===== config.mk =====
export PLATFORM = sky130hd
export DESIGN_NAME = laser_ctrl_flat
export DESIGN_NICKNAME = d
export VERILOG_FILES = /design/src/rtl/laser_pkg.sv /design/src/rtl/laser_ctrl_if.sv /design/src/rtl/laser_ctrl_rise_det.sv /design/src/rtl/laser_ctrl.sv /design/src/flat_wrapper.sv
export SDC_FILE = /design/constraint.sdc
export NUM_CORES = 1
export LEC_CHECK = 0
export BUFFER_PORTS_ARGS = -buffer_cell sky130_fd_sc_hd__buf_2
export CORE_AREA = 2 2 74 69
export CTS_BUF_LIST = sky130_fd_sc_hd__clkbuf_8 sky130_fd_sc_hd__clkbuf_16
export DETAILED_ROUTE_END_ITERATION = 16
export DIE_AREA = 0 0 76 71
export SETUP_SLACK_MARGIN = 0.4
export SKIP_CTS_REPAIR_TIMING = 1
export SLEW_MARGIN = 20
export SYNTH_ARGS = -nofsm -noshare
export SYNTH_HDL_FRONTEND = slang
export SYNTH_HIERARCHICAL = 1
export SYNTH_SLANG_ARGS = --single-unit

===== constraint.sdc =====
create_clock -name clk -period 2.3 [get_ports clk]
set_clock_uncertainty 0.15 [all_clocks]
set_input_delay 0.23 -clock clk [delete_from_list [all_inputs] [get_ports clk]]
set_output_delay 0.23 -clock clk [all_outputs]
set_load 0.05 [all_outputs]

===== src/rtl/laser_pkg.sv =====
// laser_pkg: constants, state encoding and segment-request field widths shared by the laser
// sequencer and the segment drawer.
//   SCREEN_W / LASER_W : screen width and laser segment width in pixels
//   Y_START / Y_TOP    : launch row and last row drawn before retirement
//   STEP_DIV           : frame ticks per one-row step (>= 1)
//   clamp_x()          : keeps a launched segment fully on screen
package laser_pkg;

  localparam int unsigned SCREEN_W = 160;
  localparam int unsigned LASER_W  = 5;
  localparam int unsigned SEG_X_W  = 8;
  localparam int unsigned SEG_Y_W  = 7;
  localparam int unsigned STEP_DIV = 2;

  localparam logic [SEG_Y_W-1:0] Y_START = 7'd110;
  localparam logic [SEG_Y_W-1:0] Y_TOP   = 7'd0;
  localparam logic [SEG_X_W-1:0] X_MAX   = SEG_X_W'(SCREEN_W - LASER_W);

  typedef enum logic [2:0] {
    StIdle,
    StDraw,
    StDrawWait,
    StFly,
    StErase,
    StEraseWait
  } laser_state_e;

  function automatic logic [SEG_X_W-1:0] clamp_x(input logic [SEG_X_W-1:0] x);
    return (x > X_MAX) ? X_MAX : x;
  endfunction

endpackage


===== src/rtl/laser_ctrl_if.sv =====
// laser_ctrl_if: segment request/handshake between the laser sequencer and the drawer.
//   seg_start : one-cycle request (master -> slave)
//   seg_x     : segment left-edge x (master -> slave)
//   seg_y     : segment row (master -> slave)
//   seg_erase : 1 = background colour, 0 = laser colour (master -> slave)
//   seg_done  : drawer finished the requested segment (slave -> master)
interface laser_ctrl_if;
  import laser_pkg::*;

  logic               seg_start;
  logic [SEG_X_W-1:0] seg_x;
  logic [SEG_Y_W-1:0] seg_y;
  logic               seg_erase;
  logic               seg_done;

  modport master (
    output seg_start,
    output seg_x,
    output seg_y,
    output seg_erase,
    input  seg_done
  );

  modport slave (
    input  seg_start,
    input  seg_x,
    input  seg_y,
    input  seg_erase,
    output seg_done
  );

endinterface


===== src/rtl/laser_ctrl_rise_det.sv =====
// rise_det: single-flop rising-edge detector.
//   clk    : system clock
//   rst    : asynchronous active-high reset (history cleared to 0)
//   d_i    : level input, already synchronous to clk
//   rise_o : high in the cycle where d_i is 1 and was 0 in the previous cycle
module rise_det (
  input  logic clk,
  input  logic rst,
  input  logic d_i,
  output logic rise_o
);

  logic d_q;

  always_ff @(posedge clk or posedge rst) begin
    if (rst) begin
      d_q <= 1'b0;
    end else begin
      d_q <= d_i;
    end
  end

  assign rise_o = d_i & ~d_q;

endmodule


===== src/rtl/laser_ctrl.sv =====
// laser_ctrl: sequencer for the single player laser. Launches from the ship on space, steps one
// row up every STEP_DIV frame ticks, requesting an erase at the old row and a draw at the new
// one, and retires the laser at Y_TOP or after a hit.
//   clk, rst     : clock, asynchronous active-high reset
//   space_i      : space-bar level (synchronised)
//   ship_x_i     : ship left-edge x
//   frame_tick_i : one-cycle pulse per video frame
//   hit_i        : one-cycle collision pulse
//   seg_if       : segment request/handshake (master side)
//   active_o     : laser in flight
//   fired_o      : one-cycle pulse on launch
// Build option: LASER_AUTOFIRE_EN makes launch level-triggered on space_i, so a held key re-fires
// as soon as the previous laser retires; otherwise a fresh rising edge is required.
module laser_ctrl
  import laser_pkg::*;
(
  input  logic               clk,
  input  logic               rst,
  input  logic               space_i,
  input  logic [SEG_X_W-1:0] ship_x_i,
  input  logic               frame_tick_i,
  input  logic               hit_i,
  laser_ctrl_if.master       seg_if,
  output logic               active_o,
  output logic               fired_o
);

  localparam int unsigned   CntW    = (STEP_DIV > 1) ? $clog2(STEP_DIV) : 1;
  localparam logic [CntW-1:0] CntLast = CntW'(STEP_DIV - 1);

  laser_state_e       state_q, state_d;
  logic [SEG_X_W-1:0] x_q, x_d;
  logic [SEG_Y_W-1:0] y_q, y_d;
  logic [CntW-1:0]    cnt_q, cnt_d;
  logic               hit_q, hit_d;
  logic               fired_q, fired_d;
  logic               launch;

`ifdef LASER_AUTOFIRE_EN
  assign launch = space_i;
`else
  logic space_rise;

  rise_det u_rise_det (
    .clk    (clk),
    .rst    (rst),
    .d_i    (space_i),
    .rise_o (space_rise)
  );

  assign launch = space_rise;
`endif

  always_comb begin
    state_d = state_q;
    x_d     = x_q;
    y_d     = y_q;
    cnt_d   = cnt_q;
    hit_d   = hit_q;
    fired_d = 1'b0;

    // Sticky until the next launch; a hit while idle has no laser to hit.
    if (state_q != StIdle && hit_i) begin
      hit_d = 1'b1;
    end

    unique case (state_q)
      StIdle: begin
        if (launch) begin
          x_d     = clamp_x(ship_x_i);
          y_d     = Y_START;
          cnt_d   = '0;
          hit_d   = 1'b0;
          fired_d = 1'b1;
          state_d = StDraw;
        end
      end
      StDraw: state_d = StDrawWait;
      StDrawWait: begin
        if (seg_if.seg_done) begin
          state_d = StFly;
        end
      end
      StFly: begin
        if (hit_q) begin
          cnt_d   = '0;
          state_d = StErase;
        end else if (frame_tick_i) begin
          if (cnt_q == CntLast) begin
            cnt_d   = '0;
            state_d = StErase;
          end else begin
            cnt_d = cnt_q + CntW'(1);
          end
        end
      end
      StErase: state_d = StEraseWait;
      StEraseWait: begin
        if (seg_if.seg_done) begin
          // Top-row check comes first so y never wraps below Y_TOP.
          if (hit_q || y_q == Y_TOP) begin
            state_d = StIdle;
          end else begin
            y_d     = y_q - SEG_Y_W'(1);
            state_d = StDraw;
          end
        end
      end
      default: state_d = StIdle;
    endcase
  end

  always_ff @(posedge clk or posedge rst) begin
    if (rst) begin
      state_q <= StIdle;
      x_q     <= '0;
      y_q     <= Y_START;
      cnt_q   <= '0;
      hit_q   <= 1'b0;
      fired_q <= 1'b0;
    end else begin
      state_q <= state_d;
      x_q     <= x_d;
      y_q     <= y_d;
      cnt_q   <= cnt_d;
      hit_q   <= hit_d;
      fired_q <= fired_d;
    end
  end

  // Moore outputs: erase stays high through the wait so the request is stable until acked.
  assign seg_if.seg_start = (state_q == StDraw) || (state_q == StErase);
  assign seg_if.seg_erase = (state_q == StErase) || (state_q == StEraseWait);
  assign seg_if.seg_x     = x_q;
  assign seg_if.seg_y     = y_q;
  assign active_o         = (state_q != StIdle);
  assign fired_o          = fired_q;

endmodule


===== src/flat_wrapper.sv =====
// flat-port wrapper written by rule: the top's interface ports become plain ports
module laser_ctrl_flat import laser_pkg::*;
  (clk, rst, space_i, ship_x_i, frame_tick_i, hit_i, active_o, fired_o, seg_if_seg_start, seg_if_seg_x, seg_if_seg_y, seg_if_seg_erase, seg_if_seg_done);
  laser_ctrl_if seg_if_i ();
  input  logic clk;
  input  logic rst;
  input  logic space_i;
  input  logic [SEG_X_W-1:0] ship_x_i;
  input  logic frame_tick_i;
  input  logic hit_i;
  output logic active_o;
  output logic fired_o;
  output wire logic [$bits(seg_if_i.seg_start)-1:0] seg_if_seg_start;
  output wire logic [$bits(seg_if_i.seg_x)-1:0] seg_if_seg_x;
  output wire logic [$bits(seg_if_i.seg_y)-1:0] seg_if_seg_y;
  output wire logic [$bits(seg_if_i.seg_erase)-1:0] seg_if_seg_erase;
  input wire logic [$bits(seg_if_i.seg_done)-1:0] seg_if_seg_done;
  assign seg_if_seg_start = seg_if_i.seg_start;
  assign seg_if_seg_x = seg_if_i.seg_x;
  assign seg_if_seg_y = seg_if_i.seg_y;
  assign seg_if_seg_erase = seg_if_i.seg_erase;
  assign seg_if_i.seg_done = seg_if_seg_done;
  laser_ctrl u_core (.clk(clk), .rst(rst), .space_i(space_i), .ship_x_i(ship_x_i), .frame_tick_i(frame_tick_i), .hit_i(hit_i), .seg_if(seg_if_i), .active_o(active_o), .fired_o(fired_o));
endmodule

==> reports/metrics.yaml <==
yosysTopAreaCell: "dfrtp_1"
power_density_nw_per_um2: 1350
r2r_start: "u_core/seg_if.seg_y[1]"
crit_path_max_fanout: 12
die_h_um: 71
ys_warn_count: 6
via_per_inst: 4.42
async_flop_share: 1.00
fp.dieArea_um2: 5400
seq_area_frac_synth: 0.499
synth_edf_count: 0
rsz0062_at_grt: "yes"
regArea_um2: 563
setup_viol: 0
worstHoldPathType: "primary input to flop"
htree_num_levels: 1
ys_ff_latch: 22
fin_hold_ws_ps: 39.0
first_iter_violations: 34
drc: 0
worst_slew_pin_slew_ps: 398
drt-total-wl_mm: 2.53
r2r_end: "u_core/seg_if.seg_y[4]"
hold_violations: 0
synth-main-ff-cell: "dfrtp_1"
cp.arrival_ps: 1890
cts_tree: "yes"
end_kind: "flop"
finalCritPeriodShare: 0.820
firstDrtPassIters: 4
p_leak_nw: 0.695
critical_path_class: "flop to flop"
rows: 24
crit_start: "u_core/seg_if.seg_y[1]"
antenna_found_initial: 0
max-slew-margin-rel: 0.731
synth_top_area_frac: 0.382
worstRegToRegCells: 7
io_pins: 33
cts_inserted_buffers: 3
die-width_um: 76
nets: 172
min_period_ps: 1890
grt.total_usage: 0.0940
start_util: 0.240
ir_worst_vdd_uv: 626
diodes: 0
reg2reg_slack_ps: 410
synth_area_um2: 1110
gp_congestion: 0.777
ys_top_cells_by_area: "dfrtp_1 38%, dfstp_2 12%, nand2_1 7.4%"
synth_cell_types: 38
cts_sinks: 22
multi_input_area_um2: 510
fill_cells: 503
place_hpwl_mm: 1.85
grt_max_degree: 22
finalSetupTns_ps: 0
wl_per_cell_um: 11.5
coreArea_um2: 4650
clkTransAtPathRegs_ps: 80
syn_avg_cell_area_um2: 9.53
grt_pass1_wl_mm: 4.15
max_freq_mhz: 530
syn_nets: 133
cts-root-buf: "clkbuf_8"
areaGrowthSynthToFinish_pct: 32.3
netlist_instances: 117
yosysMostFrequentCell: "nand2_1"
port_buffers: 32
grt_overflow: 0
maxSlewViolCount: 0
outcome: "complete, no violations"
grt_pass1_vias: 886
cts.path.max_buffers: 2
worstSetupEndpoint: "u_core/seg_if.seg_y[4]"
startpoint_type: "flop"
final_antenna_net_count: 0
clock_latency_ps: 260
ys_top_cells_by_count: "22 x nand2_1, 17 x dfrtp_1, 8 x nor2_1"
required_ps: 2310
drive_gt1_frac: 0.368
drv_cap: 0
vias: 973
state kept, by name, summed over array words and instances (netlist names):
signal and flops:
u_core/seg_if.seg_x 8, u_core/seg_if.seg_y 7, u_core/state_q 3, u_core/cnt_q 1, u_core/fired_o 1, u_core/hit_q 1
u_core/u_rise_det/d_q 1
worst min-delay path by stage:
stage,start,end,cells past startpoint
floorplan,rst,u_core/u_rise_det/d_q,1
global placement,rst,u_core/u_rise_det/d_q,2
detailed placement,rst,u_core/u_rise_det/d_q,2
CTS,rst,u_core/u_rise_det/d_q,2
global route,ship_x_i[0],u_core/seg_if.seg_x[0],3
finish,ship_x_i[0],u_core/seg_if.seg_x[0],3
per-layer routing:
metal  up-vias  global-route usage  wire (um)
met1       464               0.134       1240
met5         -                   0          0
met2        22               0.144       1180
li1        485                   -          -
met3         2              0.0268        101
met4         0              0.0202         14
area by class of cell:
cell class	instances	share of cell area
Sequential cell	22	0.382
Multi-Input combinational cell	83	0.346
Timing Repair Buffer	39	0.148
Tap cell	65	0.0551
Clock buffer	3	0.0280
Inverter	7	0.0212
Clock inverter	1	0.0204
cells by family (layout without fill, tap and decap cells):
group                    count (synthesis)  after routing  synth area share
AND/OR/NAND/NOR                         53             53             0.253
AO/OA/AOI/OAI                           26             26             0.149
XOR/XNOR                                 2              2            0.0157
adder cells (fa/ha/maj)                  2              2            0.0224
buffers and inverters                   12             50            0.0606
flip-flops                              22             22             0.499
critical path, stage by stage (launching register included):
cell and delay (ps):
dfstp_4 660, inv_4 40, ha_4 140, nor2b_4 120
a211oi_2 170, buf_4 200, a31oi_1 90, a41o_1 210
report_power, final:
| part | switching, W | internal, W | leakage (nW) |
|---|---|---|---|
| Clock | 0.000128 | 0.000232 | 0.0357 |
| Combinational | 0.000688 | 0.000249 | 0.395 |
| Sequential | 0.000150 | 0.000544 | 0.264 |
cell usage in the layout (no fill, tap or decap), drive strengths merged, types with 3 or more instances in the layout:
cell type	n
buf	37
nand2	22
dfrtp	17
o21ai	10
nor2	8
inv	7
a21oi	5
nor3	5
dfstp	5
clkbuf	3
nand3b	3
nor2b	3
a211oi	3
stage by stage:
step	std cells	area [um^2]	total power, W	utilization	setup slack [ps]
floorplan	117	1140	0.00142	-	352
global placement	211	1360	0.00162	0.292	409
detailed placement	211	1360	0.00163	0.292	363
CTS	215	1430	0.00200	0.307	351
global route	220	1480	0.00210	0.317	339
finish	220	1480	0.00199	0.317	415
No activity file was read; power rests on OpenSTA's default activity.
